===== config.mk =====
export PLATFORM = sky130hd
export DESIGN_NAME = hazard_control_unit
export DESIGN_NICKNAME = d
export VERILOG_FILES = /design/src/rtl/hazard_control_unit.sv
export SDC_FILE = /design/constraint.sdc
export NUM_CORES = 1
export LEC_CHECK = 0
export BUFFER_PORTS_ARGS = -buffer_cell sky130_fd_sc_hd__clkbuf_2
export CAP_MARGIN = 10
export CORE_MARGIN = 2
export CORE_UTILIZATION = 40
export CTS_BUF_LIST = sky130_fd_sc_hd__clkbuf_4 sky130_fd_sc_hd__clkbuf_8
export CTS_CLUSTER_SIZE = 8
export DETAILED_ROUTE_END_ITERATION = 16
export PLACE_DENSITY = 0.68
export SYNTH_ARGS = -nofsm -noshare
export SYNTH_HDL_FRONTEND = slang
export SYNTH_SLANG_ARGS = --single-unit

===== constraint.sdc =====
create_clock -name clk -period 1.9 [get_ports clk]
set_input_delay 0.19 -clock clk [delete_from_list [all_inputs] [get_ports clk]]
set_output_delay 0.19 -clock clk [all_outputs]
set_load 0.005 [all_outputs]

===== src/rtl/hazard_control_unit.sv =====
// Pipeline hazard sequencer: load-use stalls, branch flushes, MUL/DIV holds, memory-wait freeze.
// Latency: control outputs are combinational from state/mdcnt/inputs; MD_Busy and StallCount are registered.
// Backpressure: MEM_Stall freezes the whole pipeline and the sequencer state; nothing is dropped.
module hazard_control_unit #(
    parameter int MD_LATENCY = 4,
    parameter int CNT_W      = 32
) (
    input  logic             clk,
    input  logic             rst,
    input  logic [4:0]       ID_RegisterRs1,
    input  logic [4:0]       ID_RegisterRs2,
    input  logic             ID_UsesRs1,
    input  logic             ID_UsesRs2,
    input  logic [4:0]       ID_EX_RegisterRd,
    input  logic             ID_EX_MemRead,
    input  logic             ID_EX_MulDiv,
    input  logic             EX_BranchTaken,
    input  logic             MEM_Stall,
    output logic             PCWrite,
    output logic             IF_ID_Write,
    output logic             ID_EX_Write,
    output logic             ID_EX_Bubble,
    output logic             IF_ID_Flush,
    output logic             ID_EX_Flush,
    output logic             EX_MEM_Bubble,
    output logic             MD_Start,
    output logic             MD_Busy,
    output logic [CNT_W-1:0] StallCount
);

    typedef enum logic [0:0] {
        RUN     = 1'b0,
        MD_BUSY = 1'b1
    } state_t;

    // The trigger cycle is spent in RUN and the release cycle at mdcnt==0,
    // so the countdown starts two short of the full EX occupancy.
    localparam logic [3:0]       MD_INIT = 4'(MD_LATENCY - 2);
    localparam logic [CNT_W-1:0] CNT_ONE = CNT_W'(1);

    state_t     state;
    state_t     next_state;
    logic [3:0] mdcnt;
    logic [3:0] next_mdcnt;
    logic       load_use;

    // x0 is hardwired zero, so a load targeting it never creates a dependency
    assign load_use = ID_EX_MemRead && (ID_EX_RegisterRd != 5'd0) &&
                      ((ID_UsesRs1 && (ID_RegisterRs1 == ID_EX_RegisterRd)) ||
                       (ID_UsesRs2 && (ID_RegisterRs2 == ID_EX_RegisterRd)));

    // Priority-resolved pipeline controls and sequencer next state
    always_comb begin
        PCWrite       = 1'b1;
        IF_ID_Write   = 1'b1;
        ID_EX_Write   = 1'b1;
        ID_EX_Bubble  = 1'b0;
        IF_ID_Flush   = 1'b0;
        ID_EX_Flush   = 1'b0;
        EX_MEM_Bubble = 1'b0;
        MD_Start      = 1'b0;
        next_state    = state;
        next_mdcnt    = mdcnt;
        if (!rst) begin
            case (state)
                RUN: begin
                    if (MEM_Stall) begin
                        // Full freeze; a branch in EX is still there next cycle
                        PCWrite     = 1'b0;
                        IF_ID_Write = 1'b0;
                        ID_EX_Write = 1'b0;
                    end else if (EX_BranchTaken) begin
                        // The ID instruction is discarded, so load-use is moot
                        IF_ID_Flush = 1'b1;
                        ID_EX_Flush = 1'b1;
                    end else if (ID_EX_MulDiv) begin
                        MD_Start      = 1'b1;
                        PCWrite       = 1'b0;
                        IF_ID_Write   = 1'b0;
                        ID_EX_Write   = 1'b0;
                        EX_MEM_Bubble = 1'b1;
                        next_state    = MD_BUSY;
                        next_mdcnt    = MD_INIT;
                    end else if (load_use) begin
                        PCWrite      = 1'b0;
                        IF_ID_Write  = 1'b0;
                        ID_EX_Bubble = 1'b1;
                    end
                end
                MD_BUSY: begin
                    if (MEM_Stall) begin
                        PCWrite       = 1'b0;
                        IF_ID_Write   = 1'b0;
                        ID_EX_Write   = 1'b0;
                        EX_MEM_Bubble = 1'b1;
                    end else if (mdcnt != 4'd0) begin
                        PCWrite       = 1'b0;
                        IF_ID_Write   = 1'b0;
                        ID_EX_Write   = 1'b0;
                        EX_MEM_Bubble = 1'b1;
                        next_mdcnt    = mdcnt - 4'd1;
                    end else begin
                        // Release: result enters EX/MEM, ID/EX advances normally
                        next_state = RUN;
                    end
                end
                default: next_state = RUN;
            endcase
        end
    end

    // Sequencer state, busy flag and stall-cycle counter
    always_ff @(posedge clk) begin
        if (rst) begin
            state      <= RUN;
            mdcnt      <= 4'd0;
            MD_Busy    <= 1'b0;
            StallCount <= '0;
        end else begin
            state   <= next_state;
            mdcnt   <= next_mdcnt;
            MD_Busy <= (next_state == MD_BUSY);
            if (!PCWrite) begin
                StallCount <= StallCount + CNT_ONE;
            end
        end
    end

endmodule


==> summary by stage <==
Synthesis
The number of nets handed over by synthesis was 275. Of all flip-flops after synthesis, the portion carrying an async set or reset was 0. After synthesis the netlist holds a flip-flop and latch count of 37. In this run, synthesis inferred 0 flip-flops with an integrated enable. The cell count after synthesis is 250. After synthesis the cells add up to 2040 sq um. The netlist uses 35 different library cells. The share of the yosys chip area belonging to registers is 0.363. A synthesized cell averages between 8 and 9 sq um.

By area the synthesized netlist is led by dfxtp_1 36%, a21oi_1 6.4%, or3_1 6.1%. The warning count from the yosys run is 0. dfxtp_1 takes more of the synthesized area than any other cell. The top flip-flop cell by instance count after synthesis is dfxtp_1. The proportion of netlist area held by the largest area contributor is 0.363.

Run status
The final reports fail on negative setup slack. The flow ran to the end, but the final reports show violations.

GRT
The number of antenna violations at the first check in global routing came to 0. The via count of the first global-routing pass is 1977. The global-route usage over all layers is 0.190.

The first global-routing pass estimated between 8 and 9 mm of wire. Entering global routing, the biggest net connects 51 pins. The remaining global-route overflow is 0.

Floorplanning
In this run the vertical extent of the chip is 75.4 um. The effective utilization at floorplan is 0.423. The number of placed I/O pins is 64. The die covers 5680 sq um.

The horizontal die dimension is 75.4 um. The area of the core is 4820 sq um. In this run the core area contains 25 standard-cell rows.

Timing
The pin slew with the least headroom to its limit is about 0.43 ns. The share of the cycle needed by the critical path after routing is 1.14. Headroom to the max-slew limit came out at 0.714. The number of hold violations in the final report is 0. The final max-slew violation count is 0. The clock skew is 0.00836 ns. Setup repair after global routing could not meet its margin everywhere. The number of setup violations in the final report is 33. The maximum achievable frequency is 462 MHz.

The clock period minus final worst setup slack is 2.17 ns. Once routing completed, OpenROAD measured the worst setup slack at -0.267 ns.

Routing
The number of nets with antenna violations after detailed routing is 0. The per-cell via count in the routed design is 5.47. In the final routed layout, each cell accounts on average for 13.8 um. The post-detailed-routing wire length is 5.65 mm. The detailed router finished its first iteration with 92 violations. The number of iterations in the first detailed-routing pass is 4.

The total vias in the final route is 2244. After detailed routing, the number of remaining DRC violations is 0.

Worst setup path
The highest-delay cell along the critical path is or4_1. STA puts the critical path data arrival time at 2.39 ns. For this run, the slowest stage of the critical path takes 0.40 ns.

The critical-path maximum fanout is 25. Traced cell by cell, the critical path runs through inv_2 > ha_4 > nor4bb_4 > and2_4 > or3_4 > a21boi_4 > clkbuf_16 > or4_1 > a21oi_1. The setup path with the least slack is of type register to register.

For the worst setup path, the data required time is about 2.1 ns. The type of element launching the critical path is a register. The worst setup path is captured at a register.

Final layout
The area of all placed cells without fillers is 2930 sq um. The number of inserted filler cells in the final layout is 443. The antenna diode count is 0. Leaving out filler cells and counting taps, the final layout contains 410.

For this run, the post-layout net count is between 300 and 400. The relative area change from synthesis to final layout is 43.5%. The ratio of cells with drive above 1 in the final layout is 0.399.

CTS
Clock tree synthesis inserted a total of 5 buffers. The clock input transition at the sequential cells of the worst setup and hold paths is 0.07 ns. The clock passes through at most 2 buffers.

TritonCTS built the clock tree. The cell sitting at the root of the clock tree is a clkbuf_8. The number of clock sinks seen by CTS is 37. The source-to-sink clock delay at the later pin of the worst-skew pair is 0.29 ns.

The total number of H-tree levels is 2. The number of hold buffers added after cts is 0.

Placement
At the end of routability-driven placement, the weighted congestion stood at around 0.80. The wire-length estimate of the detail-placed layout is 3.84 mm. The placed instance area is between 2000 and 3000 sq um. The count of input and output buffers is 63.

The number of placed cells counting well taps is 395. The worst slack at placement is -0.222 ns.

Power and ir drop
The highest ir drop seen on vdd is 0.426 mV. The completed layout was analyzed and its total power is around 1.7 mW. The total leakage power is around 1.1 nW.

The power per standard cell area is 572 nW/um^2.

Flow run
Max-cap violations in this run came to 0.

Min path
In this run the worst hold path is classified as primary input to register.
stage by stage:
step,util,TNS (ns),hold slack (ns)
after floorplan,-,-0.345,0.409
after global placement,0.546,-2.82,0.470
after detailed placement,0.546,-3.44,0.485
after CTS,0.571,-4.13,0.276
after global routing,0.607,-8.46,0.307
final,0.607,-5.72,0.283
power by group:
| group | internal, mW | switching (mW) |
|---|---|---|
| clock network | 0.328 | 0.282 |
| registers | 0.787 | 0.0103 |
| logic | 0.142 | 0.125 |
area by class of cell:
class / instances / area [sq um] / share of cell area
Inverter: 8 / 30.0 / 0.0103
Tap cell: 67 / 83.8 / 0.0287
Clock buffer: 7 / 96.3 / 0.0329
Clock inverter: 1 / 5.00 / 0.00171
Timing Repair Buffer: 101 / 679 / 0.232
Multi-Input combinational cell: 189 / 1290 / 0.440
Sequential cell: 37 / 744 / 0.254
placed cells by master (no fill, tap or decap), types with 9 or more instances in the layout:
cell type,Yosys,layout
xnor2_1,11,11
nand4_1,18,18
nand3_1,10,10
or3_1,20,19
dfxtp_1,37,34
buf_4,2,31
nand2_1,15,15
clkbuf_2,0,61
o21ai_0,21,16
a21oi_1,26,20
nor2_1,9,9
routing by layer:
layer | wire [um] | vias to the layer above | GRT usage
met5 | 0 | - | 0
met4 | 58 | 0 | 0.0682
met3 | 262 | 7 | 0.0423
met2 | 2710 | 57 | 0.315
met1 | 2620 | 1056 | 0.241
li1 | - | 1124 | -
what timing repair did:
item	4_1_cts	5_1_grt
buffers inserted	0	5
pin swaps	0	6
gates cloned	0	2
endpoints found under the setup margin	31	33
resized for setup	2	21
worst paths after layout:
path	start	to	slack, ns	cells past startpoint
max	mdcnt[0]	StallCount[24]	-0.27	9
max reg2reg	mdcnt[0]	StallCount[24]	-0.27	9
min reg2reg	StallCount[31]	StallCount[31]	0.50	2
min	MEM_Stall	mdcnt[3]	0.28	3
cells by family after synthesis:
| kind of cell | Yosys count | share of synthesized area |
|---|---|---|
| and+or+nand+nor | 103 | 0.286 |
| AOI/OAI and AO/OA | 70 | 0.211 |
| DFF | 37 | 0.363 |
| buffers and inverters | 24 | 0.0669 |
| xor gates and xnor gates | 13 | 0.0559 |
| adders and majority gates | 2 | 0.0123 |
| muxes | 1 | 0.00491 |
synth_stat cells, types with 3 or more instances:
cell,count
a21oi_1,26
nand3_1,10
clkbuf_1,7
o41ai_1,4
nand2_1,15
o21ai_0,21
nor2_1,9
o311ai_0,4
o21a_1,5
inv_1,8
or3_1,20
or4_1,6
o31ai_1,5
nor3_1,9
xnor2_1,11
buf_6,5
nand4_1,18
and2_1,3
and3_1,5
dfxtp_1,37
state kept, by name, indices dropped and copies added, names as in the netlist:
name / cells
mdcnt: 4
state: 1
StallCount: 32
worst max-delay path, delay by kind of cell (launching register included):
family | cells | cell delay, ns
simple gates | 4 | 1.02
flops | 1 | 0.33
compound gates | 2 | 0.32
buf+inv | 2 | 0.27
fa+ha+maj | 1 | 0.15
No activity file was read; power rests on OpenSTA's default activity.
